<file path="config.mk">
export PLATFORM = sky130hd
export DESIGN_NAME = relu_seq_ctrl
export DESIGN_NICKNAME = d
export VERILOG_FILES = /design/src/rtl/relu_seq_ctrl.sv
export SDC_FILE = /design/constraint.sdc
export NUM_CORES = 1
export LEC_CHECK = 0
export ABC_AREA = 1
export ABC_CLOCK_PERIOD_IN_PS = 4250
export BUFFER_PORTS_ARGS = -buffer_cell sky130_fd_sc_hd__buf_4
export CAP_MARGIN = 20
export CORE_MARGIN = 5
export CORE_UTILIZATION = 50
export CTS_BUF_LIST = sky130_fd_sc_hd__clkbuf_2 sky130_fd_sc_hd__clkbuf_4 sky130_fd_sc_hd__clkbuf_8
export DETAILED_ROUTE_END_ITERATION = 6
export PLACE_DENSITY = 0.78
export SYNTH_ARGS = -nofsm -noshare
export SYNTH_HDL_FRONTEND = slang
export SYNTH_SLANG_ARGS = --single-unit
</file>
<file path="constraint.sdc">
create_clock -name CLK -period 4.25 [get_ports CLK]
set_clock_uncertainty 0.2 [all_clocks]
set_input_delay 0.85 -clock CLK [delete_from_list [all_inputs] [get_ports CLK]]
set_output_delay 0.85 -clock CLK [all_outputs]
set_load 0.01 [all_outputs]
</file>
<file path="src/rtl/relu_seq_ctrl.sv">
// Burst sequencer around the registered ReLU stage with a 2-entry output FIFO.
// Optional negative-input statistics counter built only when RELU_SEQ_STATS_EN is defined.
module relu_seq_ctrl #(
    parameter int DATA_W = 16,
    parameter int CNT_W  = 8
) (
    input  logic              CLK,
    input  logic              RST,
    input  logic              Start,
    input  logic [CNT_W-1:0]  Len,
    input  logic              Mode_Bypass,
    input  logic              MAC_Valid,
    input  logic [DATA_W-1:0] MAC_Data,
    output logic              MAC_Ready,
    output logic [DATA_W-1:0] Data_Reg,
    output logic              En_ReLU,
    output logic              En_MAC_ReLU,
    output logic              BYPASS_ReLU,
    input  logic [DATA_W-1:0] ReLU_OUT,
    output logic              Out_Valid,
    output logic [DATA_W-1:0] Out_Data,
    input  logic              Out_Ready,
    output logic              Busy,
    output logic              Done,
    output logic [CNT_W-1:0]  Neg_Count
);

    typedef enum logic [1:0] {S_IDLE, S_RUN, S_DRAIN, S_DONE} state_t;

    state_t                   state;
    state_t                   state_nxt;
    logic [CNT_W-1:0]         in_left;
    logic [CNT_W-1:0]         out_left;
    logic                     mode_byp;
    logic                     vld_p1;
    logic [1:0]               buf_occ;
    logic                     wr_ptr;
    logic                     rd_ptr;
    logic signed [DATA_W-1:0] buf_mem [2];
    logic                     start_take;
    logic                     buf_vld;
    logic                     pop;
    logic [2:0]               pend;
    logic                     mac_ready;
    logic                     accept;

    assign start_take = (state == S_IDLE) && Start;
    assign buf_vld    = (buf_occ != 2'd0);
    assign pop        = buf_vld && Out_Ready;
    assign pend       = {1'b0, buf_occ} + {2'b00, vld_p1};
    // A pop in the same cycle frees a slot, so an unstalled burst keeps one beat per cycle.
    assign mac_ready  = (state == S_RUN) && (in_left != '0) && (pend < (3'd2 + {2'b00, pop}));
    assign accept     = MAC_Valid && mac_ready;

    always_ff @(posedge CLK or posedge RST) begin
        if (RST) begin
            state <= S_IDLE;
        end else begin
            state <= state_nxt;
        end
    end

    always_comb begin
        state_nxt = state;
        case (state)
            S_IDLE:  if (Start) state_nxt = (Len == '0) ? S_DONE : S_RUN;
            S_RUN:   if (accept && (in_left == CNT_W'(1))) state_nxt = S_DRAIN;
            S_DRAIN: if (pop && (out_left == CNT_W'(1))) state_nxt = S_DONE;
            S_DONE:  state_nxt = S_IDLE;
            default: state_nxt = S_IDLE;
        endcase
    end

    always_comb begin
        MAC_Ready   = mac_ready;
        Data_Reg    = '0;
        En_ReLU     = 1'b0;
        En_MAC_ReLU = 1'b0;
        Busy        = (state != S_IDLE);
        Done        = (state == S_DONE);
        BYPASS_ReLU = (state != S_IDLE) && mode_byp;
        if (accept) begin
            Data_Reg    = MAC_Data;
            En_ReLU     = 1'b1;
            En_MAC_ReLU = 1'b1;
        end
    end

    // p0: accept into the ReLU stage; p1: stage result returns and is captured
    always_ff @(posedge CLK or posedge RST) begin
        if (RST) begin
            in_left  <= '0;
            out_left <= '0;
            mode_byp <= 1'b0;
            vld_p1   <= 1'b0;
            buf_occ  <= 2'd0;
            wr_ptr   <= 1'b0;
            rd_ptr   <= 1'b0;
        end else begin
            if (start_take) begin
                in_left  <= Len;
                out_left <= Len;
                mode_byp <= Mode_Bypass;
            end else begin
                if (accept) in_left <= in_left - CNT_W'(1);
                if (pop)    out_left <= out_left - CNT_W'(1);
            end
            vld_p1 <= accept;
            if (vld_p1) wr_ptr <= ~wr_ptr;
            if (pop)    rd_ptr <= ~rd_ptr;
            buf_occ <= buf_occ + {1'b0, vld_p1} - {1'b0, pop};
        end
    end

    always_ff @(posedge CLK) begin
        if (vld_p1) buf_mem[wr_ptr] <= ReLU_OUT;
    end

    assign Out_Valid = buf_vld;
    assign Out_Data  = buf_vld ? buf_mem[rd_ptr] : '0;

`ifdef RELU_SEQ_STATS_EN
    logic [CNT_W-1:0] neg_cnt;

    function automatic logic is_negative(input logic signed [DATA_W-1:0] v);
        return v < 0;
    endfunction

    always_ff @(posedge CLK or posedge RST) begin
        if (RST) begin
            neg_cnt <= '0;
        end else if (start_take) begin
            neg_cnt <= '0;
        end else if (accept && !mode_byp && is_negative(MAC_Data)) begin
            neg_cnt <= neg_cnt + CNT_W'(1);
        end
    end

    assign Neg_Count = neg_cnt;
`else
    assign Neg_Count = '0;
`endif

endmodule
</file>
## Yosys cells after proc, flatten, opt, wreduce, memory -nomap -nowiden

Memories as Yosys holds them, arrays and structs flattened.
Index checks and enable logic that the tools add are counted.
W data, S select, Z words.

- Muxes and demuxes: 14
- Equal/unequal tests: 8
- Order comparisons: 1
- Bitwise operators: 2
- Add/subtract/negate cells: 6
- Reductions and logical operators: 16

Operators by type and width:

| operator | count |
|---|---|
| $mux W16 | 2 |
| $mux W8 | 4 |
| $eq A8 B1 Y1 const B | 2 |
| $sub A8 B1 Y8 const B | 2 |
| $logic_and A1 B1 Y1 | 8 |
| $logic_not A8 Y1 | 1 |
| $mux W2 | 4 |
| $pmux W2 S4 | 1 |
| $reduce_bool A2 Y1 | 4 |
| $reduce_bool A8 Y1 | 1 |
| $eq A2 B2 Y1 const B | 2 |
| $ne A2 B2 Y1 const B | 2 |
| $add A2 B1 Y3 | 1 |
| $add A2 B1 Y3 const A | 1 |
| $lt A3 B3 Y1 | 1 |
| $mux W1 | 3 |
| $reduce_and A3 Y1 | 1 |
| $add A2 B1 Y2 | 1 |
| $eq A2 B1 Y1 const B | 1 |
| $logic_not A2 Y1 | 1 |
| $ne A2 B1 Y1 const B | 1 |
| $not A1 Y1 | 2 |
| $sub A2 B1 Y2 | 1 |

- Bits of input ports: 46
- Memory bits (writable): 32
- Bits in registers: 24
- Word-level logic and storage cells: 56
- Memories: 1
- Output and inout port bits: 47

Memory list:

| name | words | bits a word | read ports | clocked after Yosys merged registers in | wr ports | line | source |
|---|---|---|---|---|---|---|---|
| buf_mem | 2 | 16 | 1 | 0 | 1 | 39 | `logic signed [DATA_W-1:0] buf_mem [2];` |

## Logic depth before layout (Yosys ltp)

Gate-level depths: netlist of run 1.

- Word-level depth: 9
- Gate-level depth with buffers: 10
- Mapped depth without buffers: 10

## Worst setup path after synthesis of run 1

OpenSTA, ideal clock, no wires.

- Kind: in2out
- Start point: in Out_Ready
- End point: out Data_Reg[10]
- Arrival time: 1,519 ps
- Required time: 3,200 ps
- Slack: 1,681 ps
- Buffers on the path: 1
- Stages: 5
- Cells stage by stage: nand3_1 -> nand2_1 -> nand3_4 -> buf_4 -> nor2_1

- Cells in the longest elaborated chain, start to end: 6

RTL lines:

| what | line | source |
|---|---|---|
| start: declaration | 22 | `input logic Out_Ready,` |
| $logic_and A1 B1 Y1 | 49 | `assign pop = buf_vld && Out_Ready;` |
| $add A2 B1 Y3 | 52 | `assign mac_ready = (state == S_RUN) && (in_left != '0) && (pend < (3'd2 + {2'b00, pop}));` |
| $lt A3 B3 Y1 | 52 |  |
| $logic_and A1 B1 Y1 | 52 |  |
| $logic_and A1 B1 Y1 | 53 | `assign accept = MAC_Valid && mac_ready;` |
| $mux W16 | 82 | `if (accept) begin` |
| end: declaration | 15 | `output logic [DATA_W-1:0] Data_Reg,` |

No other way between the ends.

## Worst setup path in the final report of run 1

- Start point: reg vld_p1
- End point: out En_ReLU

- Cells in the longest elaborated chain, start to end: 5

RTL lines:

| what | line | source |
|---|---|---|
| start: declaration | 35 | `logic vld_p1;` |
| start signal: assignment | 108 | `vld_p1 <= accept;` |
| $add A2 B1 Y3 | 50 | `assign pend = {1'b0, buf_occ} + {2'b00, vld_p1};` |
| $lt A3 B3 Y1 | 52 |  |
| $logic_and A1 B1 Y1 | 52 |  |
| $logic_and A1 B1 Y1 | 53 |  |
| $mux W1 | 82 |  |
| end: declaration | 16 | `output logic En_ReLU,` |

No other way between the ends.

==> results of run 1 <==
[sequential cells by signal, indices dropped and copies added, names as in the netlist]
| register | flops |
|---|---|
| buf_mem | 32 |
| buf_occ | 2 |
| in_left | 8 |
| mode_byp | 1 |
| out_left | 8 |
| rd_ptr | 1 |
| state | 2 |
| vld_p1 | 1 |
| wr_ptr | 1 |
[worst min path at each step]
stage	depth (start not counted)	startpoint	slack (ns)	end
2_1_floorplan	1	wr_ptr$_DFFE_PP0P_	0.26	wr_ptr$_DFFE_PP0P_
3_3_place_gp	1	wr_ptr$_DFFE_PP0P_	0.28	wr_ptr$_DFFE_PP0P_
3_5_place_dp	2	out_left[5]$_DFFE_PP0P_	0.30	out_left[5]$_DFFE_PP0P_
4_1_cts	1	wr_ptr$_DFFE_PP0P_	0.31	wr_ptr$_DFFE_PP0P_
5_1_grt	1	wr_ptr$_DFFE_PP0P_	0.34	wr_ptr$_DFFE_PP0P_
6_report	1	wr_ptr$_DFFE_PP0P_	0.32	wr_ptr$_DFFE_PP0P_
[cell usage after synthesis, types with 3 or more instances]
cell / count / area share
dfrtp_1: 24 / 0.20
o21ai_0: 8 / 0.013
inv_1: 46 / 0.058
edfxtp_1: 32 / 0.32
o221ai_1: 3 / 0.0088
clkbuf_1: 3 / 0.0038
xor2_1: 8 / 0.023
ha_1: 13 / 0.055
nand2_2: 3 / 0.0063
nor2_1: 32 / 0.040
buf_2: 3 / 0.0050
a21oi_1: 17 / 0.029
nand2_1: 80 / 0.10
inv_2: 3 / 0.0038
nand3_1: 21 / 0.035
o21ai_1: 4 / 0.0067
buf_4: 10 / 0.025
[per-layer routing]
metal	share of wire	vias to the layer above	wire, um	global-route usage
met1	0.40	1087	2590	0.211
li1	-	1209	-	-
met5	0	-	0	0
met2	0.52	71	3330	0.301
met4	0.010	0	65	0.0460
met3	0.069	7	445	0.0284
[metrics by stage]
| stage | hold slack (ns) | util | power (W) |
|---|---|---|---|
| CTS | 0.315 | 0.639 | 0.00235 |
| global placement | 0.276 | 0.622 | 0.00200 |
| detailed placement | 0.298 | 0.622 | 0.00205 |
| floorplan | 0.263 | - | 0.00164 |
| global route | 0.340 | 0.639 | 0.00254 |
| finish | 0.316 | 0.639 | 0.00234 |
[final cells by class]
class,count,area share
clock buffer,5,0.0184
clock inverter,3,0.00737
inverter,50,0.0516
multi-input combinational,217,0.309
sequential,56,0.418
tap,75,0.0251
timing repair buffer,85,0.171
[logic make-up (layout without fill, tap and decap cells)]
logic type      after synthesis  after routing  synth area share
simple gates                152            152             0.230
buf+inv                      66            143            0.0985
flops                        56             56             0.523
compound gates               34             34            0.0629
fa+ha+maj                    13             13            0.0545
xor+xnor                     10             10            0.0294
other cells                   1              8           0.00126
[worst register-to-register path: cells and delay by family (launching register included)]
kind / cells / cell delay [ns]
compound gates: 2 / 0.17
flops: 1 / 0.43
buf+inv: 2 / 0.40
fa+ha+maj: 1 / 0.24
simple gates: 3 / 0.63
[power groups by stage]
stage	Clock, W	Combinational (W)	Sequential (W)
2_1_floorplan	0	0.000830	0.000815
3_3_place_gp	0	0.00115	0.000856
3_5_place_dp	0	0.00119	0.000862
4_1_cts	0.000305	0.00120	0.000850
5_1_grt	0.000328	0.00134	0.000872
6_report	0.000306	0.00119	0.000851
==> flow_summary.json, run 1 <==
{
  "vias_per_cell": 4.84,
  "synthFlopType": "edfxtp_1",
  "worstPathMaxFanout": 18,
  "ctsHtreeMaxLevel": 2,
  "r2r_slack_ns": 2.05,
  "place_ws_ns": 1.52,
  "setup-violations-final": 0,
  "cts_tree": "built",
  "cpMaxStageDelayCell": "dfrtp_1",
  "nFillCells": 490,
  "hold_violations": 0,
  "cpLargestDelayFamily": "flip-flops",
  "rows": 28,
  "dp_hpwl_um": 4940,
  "drc": 0,
  "slew_headroom": 0.383,
  "syn-cell-area_sq_mm": 0.00298,
  "clkTransAtPathRegs_ns": 0.11,
  "regArea_sq_mm": 0.00156,
  "clock-sinks": 56,
  "numPortBuffers": 84,
  "max_stage_delay_ns": 0.45,
  "final_nets": 474,
  "antenna_left": 0,
  "r2r_end": "out_left[1]$_DFFE_PP0P_",
  "p_seq_frac": 0.363,
  "cellInternalPower_w": 0.00134,
  "grt_max_degree": 25,
  "grt_pass1_wl_um": 10200,
  "crit_top_cell": "ha_1",
  "io_pins": 93,
  "power.switching_w": 0.000999,
  "setup.worst_path.end": "En_ReLU",
  "cts_inserted_buffers": 5,
  "cts_resized": 0,
  "layoutNonFillerInstCount": 491,
  "cts_root_buf": "clkbuf_8",
  "power_per_cell_area_mw_per_mm2": 627,
  "async_flop_share": 0.429,
  "reg2reg_from": "state[0]$_DFFE_PP0P_",
  "rsz0062_at_grt": "false",
  "initial_utilization": 0.510,
  "hp-class": "register to register",
  "antenna_found_initial": 0,
  "cts_buffer_depth": 2,
  "flow.area_growth_from_synthesis_pct": 25.2,
  "finalMaxSlewViolations": 0,
  "vias": 2374,
  "fin_ws_ns": 1.22,
  "netlist_instances": 332,
  "grt_pass1_vias": 2246,
  "outcome": "finished clean",
  "antenna_cells": 0,
  "cp.required_ns": 3.20,
  "ys_types": 33,
  "multi_input_area_sq_mm": 0.00115,
  "drt_iter0_drc": 104,
  "vdd_drop_max_uv": 324,
  "tightestPinTransition_ns": 0.925,
  "crit_start": "vld_p1$_DFF_PP0_",
  "sw_frac_of_total": 0.426,
  "core_sq_mm": 0.00585,
  "dpl.cell_count": 483,
  "max_freq_mhz": 330,
  "mostFrequentLayoutCells": "buf_4 (85), nand2_1 (80), inv_1 (46), nor2_1 (32), edfxtp_1 (32)",
  "clk_latency_ns": 0.31,
  "syn-mean-instance-area_sq_um": 8.99,
  "die_w_um": 87.3,
  "yosysWarnings": 0,
  "power_frac_comb": 0.506,
  "critPathBufInv": 3,
  "rr_worst_depth": 8,
  "routabilityCongestion": 0.830,
  "maxCapViolCount": 0,
  "crit_arrival_ns": 1.98,
  "die-area_sq_mm": 0.00761,
  "min_period_ns": 3.03,
  "period_share": 0.714,
  "synth_edf_count": 32,
  "firstDrtPassIters": 5,
  "ys_ff_latch": 56,
  "worstPathCellList": "ha_1, ha_1, inv_1, nand2_1, nor2_4, nand3_4, inv_2, buf_4",
  "hold_buffers": 0,
  "post_cts_buffers": 0,
  "p_leak_nw": 1.84,
  "drt-total-wl_um": 6430,
  "overflow": 0,
  "ys_seq_area_frac": 0.523,
  "die_h_um": 87.3,
  "fin_tns_setup_ns": 0,
  "final_common_cell": "buf_4",
  "crit_type": "register to primary output",
  "crit_cells": 8,
  "wl_per_cell_um": 13.1,
  "gr-usage-all-layers": 0.169,
  "start_kind": "register",
  "dpl_cell_area_sq_mm": 0.00364,
  "drive_above_1_share": 0.262,
  "power.clock.fraction": 0.131,
  "final_area_sq_mm": 0.00374,
  "end_kind": "primary output"
}
Note: power is estimated with default switching activity, not from simulation.
==> run 2, diff against run 1 <==
ABC_CLOCK_PERIOD_IN_PS = 3100   (was 4250)
clock period = 3.1 ns   (was 4.25 ns; I/O delays follow)
==> flow_summary.json, run 2 (same netlist as run 1, synthesis figures left out) <==
{
  "rsz0062_at_grt": "false",
  "cpLargestDelayFamily": "flip-flops",
  "tightestPinTransition_ns": 0.611,
  "hold_buffers": 0,
  "die_h_um": 87.3,
  "ctsHtreeMaxLevel": 2,
  "firstDrtPassIters": 4,
  "post_cts_buffers": 0,
  "dpl.cell_count": 484,
  "place_ws_ns": 0.651,
  "antenna_left": 0,
  "drc": 0,
  "cts_inserted_buffers": 5,
  "antenna_found_initial": 0,
  "cts_tree": "built",
  "vias": 2402,
  "vias_per_cell": 4.87,
  "clock-sinks": 56,
  "final_area_sq_mm": 0.00377,
  "flow.area_growth_from_synthesis_pct": 26.2,
  "io_pins": 93,
  "initial_utilization": 0.510,
  "wl_per_cell_um": 13.3,
  "finalMaxSlewViolations": 0,
  "gr-usage-all-layers": 0.174,
  "die-area_sq_mm": 0.00761,
  "rows": 28,
  "setup-violations-final": 0,
  "p_leak_nw": 1.86,
  "regMostFlops": "buf_mem",
  "antenna_cells": 0,
  "largest_reg_flops": 32,
  "grt_pass1_wl_um": 10400,
  "worstPathCellList": "ha_1, ha_1, inv_1, nand2_1, nor2_4, nand3_4, inv_2, buf_4",
  "layoutNonFillerInstCount": 493,
  "maxCapViolCount": 0,
  "cp.required_ns": 2.28,
  "slew_headroom": 0.592,
  "crit_top_cell": "ha_1",
  "worstPathMaxFanout": 18,
  "grt_pass1_vias": 2286,
  "max_freq_mhz": 360,
  "mostFrequentLayoutCells": "buf_4 (86), nand2_1 (80), inv_1 (46), nor2_1 (32), edfxtp_1 (32)",
  "overflow": 0,
  "crit_arrival_ns": 1.96,
  "max_stage_delay_ns": 0.44,
  "cts_root_buf": "clkbuf_8",
  "period_share": 0.896,
  "core_sq_mm": 0.00585,
  "outcome": "finished clean",
  "dpl_cell_area_sq_mm": 0.00365,
  "nFillCells": 485,
  "fin_tns_setup_ns": 0,
  "routabilityCongestion": 0.806,
  "cts_buffer_depth": 2,
  "drt_iter0_drc": 124,
  "drive_above_1_share": 0.266,
  "multi_input_area_sq_mm": 0.00115,
  "drt-total-wl_um": 6540,
  "grt_max_degree": 25,
  "power_per_cell_area_mw_per_mm2": 849,
  "cts_resized": 0,
  "crit_type": "register to primary output",
  "dp_hpwl_um": 5000,
  "end_kind": "primary output",
  "vdd_drop_max_uv": 460,
  "final_common_cell": "buf_4",
  "critPathBufInv": 3,
  "numPortBuffers": 84,
  "hold_violations": 0,
  "fin_ws_ns": 0.321,
  "start_kind": "register",
  "clk_latency_ns": 0.31,
  "biggestRegsByFlops": "buf_mem (32), in_left (8), out_left (8)",
  "cpMaxStageDelayCell": "dfrtp_1",
  "hp-class": "input port to async pin",
  "final_nets": 476,
  "regArea_sq_mm": 0.00156,
  "die_w_um": 87.3,
  "clkTransAtPathRegs_ns": 0.10,
  "min_period_ns": 2.78
}
[run 2: changes by cell type in the layout (fill, tap and decap cells not counted), sizes merged]
cell / previous run / this run
buf: 85 / 87
[run 2: per-stage QoR]
step | hold WS [ns] | power (W) | util
2_1_floorplan | 0.263 | 0.00225 | -
3_3_place_gp | 0.279 | 0.00276 | 0.624
3_5_place_dp | 0.297 | 0.00282 | 0.624
4_1_cts | 0.283 | 0.00322 | 0.639
5_1_grt | 0.0973 | 0.00350 | 0.644
6_report | 0.0769 | 0.00320 | 0.644
[run 2: path summary, 6_finish.rpt]
kind / startpoint / to / slack, ns / cells after the start
setup / recovery: vld_p1$_DFF_PP0_ / En_MAC_ReLU / 0.32 / 8
hold / removal: RST / out_left[6]$_DFFE_PP0P_ / 0.08 / 2
setup reg to reg: state[1]$_DFFE_PP0P_ / in_left[1]$_DFFE_PP0P_ / 0.96 / 8
hold reg to reg: out_left[5]$_DFFE_PP0P_ / out_left[5]$_DFFE_PP0P_ / 0.32 / 2
max in group asynchronous: RST / state[0]$_DFFE_PP0P_ / 2.19 / 3
min in group CLK: ReLU_OUT[9] / buf_mem[1][9]$_DFFE_PP_ / 0.29 / 1
[run 2: power breakdown]
part	internal [W]	switching [W]	total [W]
Clock	0.000161	0.000235	0.000395
Sequential	0.00101	0.000129	0.00114
Combinational	0.000681	0.000986	0.00167
[run 2: layout make-up]
| type | instances | share of cell area |
|---|---|---|
| well taps | 75 | 0.0249 |
| flip-flops and latches | 56 | 0.415 |
| clock buffers | 5 | 0.0183 |
| repair buffers | 87 | 0.179 |
| clock inverters | 3 | 0.00565 |
| inverters | 50 | 0.0512 |
| multi-input cells | 217 | 0.307 |
[run 2: worst reg2reg max path, delay by kind of cell, from the launching register on]
kind	cells	cell delay (ns)
buffers and inverters	2	0.53
AND/OR/NAND/NOR	3	0.52
flip-flops	1	0.43
adder cells (fa/ha/maj)	1	0.21
AO/OA/AOI/OAI	2	0.19
[run 2: layer usage]
layer,vias to the layer above,global-route usage,share of wire
met1,1111,0.219,0.40
li1,1216,-,-
met4,0,0.0460,0.0095
met3,6,0.0341,0.061
met5,-,0,0
met2,69,0.303,0.53
==> run 3, diff against run 2 <==
CORE_ASPECT_RATIO = 1.4   (was unset)
CORE_UTILIZATION = 26   (was 50)
PLACE_DENSITY = unset   (was 0.78)
SLEW_MARGIN = 20   (was unset)
==> flow_summary.json, run 3 (same netlist as run 1, synthesis figures left out) <==
{
  "max_stage_delay_ns": 0.45,
  "largest_reg_flops": 32,
  "drt-total-wl_um": 7090,
  "fin_ws_ns": 0.290,
  "p_seq_frac": 0.351,
  "final_area_sq_mm": 0.00385,
  "clk_latency_ns": 0.31,
  "maxCapViolCount": 0,
  "overflow": 0,
  "io_pins": 93,
  "clock-sinks": 56,
  "power.clock.fraction": 0.123,
  "vias": 2411,
  "antenna_cells": 0,
  "cts_root_buf": "clkbuf_8",
  "start_kind": "register",
  "gr-usage-all-layers": 0.104,
  "outcome": "finished clean",
  "grt_pass1_wl_um": 11500,
  "cp.required_ns": 2.28,
  "max_freq_mhz": 356,
  "antenna_left": 0,
  "finalMaxSlewViolations": 0,
  "reg2reg_from": "state[0]$_DFFE_PP0P_",
  "sw_frac_of_total": 0.426,
  "period_share": 0.906,
  "drive_above_1_share": 0.263,
  "flow.area_growth_from_synthesis_pct": 29.0,
  "power_frac_comb": 0.526,
  "cts_resized": 0,
  "hp-class": "input port to async pin",
  "cts_tree": "built",
  "fin_tns_setup_ns": 0,
  "hold_violations": 0,
  "place_ws_ns": 0.643,
  "layoutNonFillerInstCount": 562,
  "cts_buffer_depth": 2,
  "cpMaxStageDelayCell": "dfrtp_1",
  "dpl.cell_count": 553,
  "firstDrtPassIters": 4,
  "regMostFlops": "buf_mem",
  "cpLargestDelayFamily": "flip-flops",
  "rows": 46,
  "dpl_cell_area_sq_mm": 0.00373,
  "critPathBufInv": 3,
  "die_h_um": 137,
  "die-area_sq_mm": 0.0138,
  "grt_max_degree": 25,
  "drt_iter0_drc": 106,
  "final_common_cell": "buf_4",
  "power_per_cell_area_mw_per_mm2": 836,
  "wl_per_cell_um": 12.6,
  "rsz0062_at_grt": "false",
  "mostFrequentLayoutCells": "buf_4 (86), nand2_1 (80), inv_1 (45), nor2_1 (32), edfxtp_1 (32)",
  "antenna_found_initial": 0,
  "clkTransAtPathRegs_ns": 0.11,
  "crit_cells": 8,
  "grt_pass1_vias": 2394,
  "dp_hpwl_um": 5590,
  "cellInternalPower_w": 0.00185,
  "vdd_drop_max_uv": 427,
  "slew_headroom": 0.565,
  "nFillCells": 1188,
  "crit_type": "register to primary output",
  "final_nets": 476,
  "routabilityCongestion": 0.809,
  "worstPathMaxFanout": 18,
  "whs_ns": 0.0573,
  "vias_per_cell": 4.29,
  "power.switching_w": 0.00137,
  "ctsHtreeMaxLevel": 2,
  "tightestPinTransition_ns": 0.651,
  "p_leak_nw": 1.86,
  "crit_top_cell": "ha_1",
  "worstPathCellList": "ha_1, ha_1, inv_1, nand2_1, nor2_4, nand3_4, inv_2, buf_4",
  "end_kind": "primary output",
  "core_sq_mm": 0.0113,
  "biggestRegsByFlops": "buf_mem (32), in_left (8), out_left (8)",
  "crit_arrival_ns": 1.99,
  "post_cts_buffers": 0,
  "crit_start": "vld_p1$_DFF_PP0_",
  "min_period_ns": 2.81,
  "cts_inserted_buffers": 5,
  "die_w_um": 101,
  "drc": 0,
  "initial_utilization": 0.265,
  "numPortBuffers": 84,
  "hold_buffers": 0,
  "setup-violations-final": 0,
  "rr_worst_depth": 8
}
[run 3: area by class of cell]
type	count	area, sq um	area share
inverter	50	193	0.0501
tap	144	180	0.0468
clock buffer	5	68.8	0.0179
multi-input combinational	217	1150	0.300
timing repair buffer	87	673	0.175
sequential	56	1560	0.406
clock inverter	3	17.5	0.00455
[run 3: worst paths after layout]
path | end | slack [ns]
setup / recovery | En_ReLU | 0.29
hold / removal | in_left[2]$_DFFE_PP0P_ | 0.06
setup reg to reg | out_left[1]$_DFFE_PP0P_ | 0.88
hold reg to reg | wr_ptr$_DFFE_PP0P_ | 0.31
max in group asynchronous | out_left[1]$_DFFE_PP0P_ | 2.25
min in group CLK | buf_mem[0][12]$_DFFE_PP_ | 0.29
[run 3: per-stage QoR]
step,total power (W),util
2_1_floorplan,0.00225,-
4_1_cts,0.00328,0.339
6_report,0.00322,0.341
5_1_grt,0.00355,0.341
3_5_place_dp,0.00286,0.331
3_3_place_gp,0.00282,0.331
[run 3: power groups by stage]
stage	Combinational, W	Sequential (W)	Clock (W)
floorplan	0.00114	0.00112	0
global placement	0.00168	0.00114	0
finish	0.00169	0.00113	0.000397
detailed placement	0.00171	0.00115	0
CTS	0.00172	0.00113	0.000429
global route	0.00194	0.00116	0.000453
[run 3: worst register-to-register path, cell delays in order (launching register included)]
cell	delay [ns]
dfrtp_1	0.42
inv_1	0.10
ha_1	0.25
nand2_1	0.37
inv_1	0.31
nand2_1	0.18
o21ai_0	0.10
nand2_1	0.08
o21ai_0	0.09
[run 3: layer usage]
layer / track usage / wire length, um / share of wire / vias up
met2: 0.191 / 3750 / 0.53 / 65
met1: 0.120 / 2840 / 0.40 / 1128
li1: - / - / - / 1211
met4: 0.0307 / 107 / 0.015 / 0
met3: 0.0240 / 395 / 0.056 / 7
met5: 0 / 0 / 0 / -
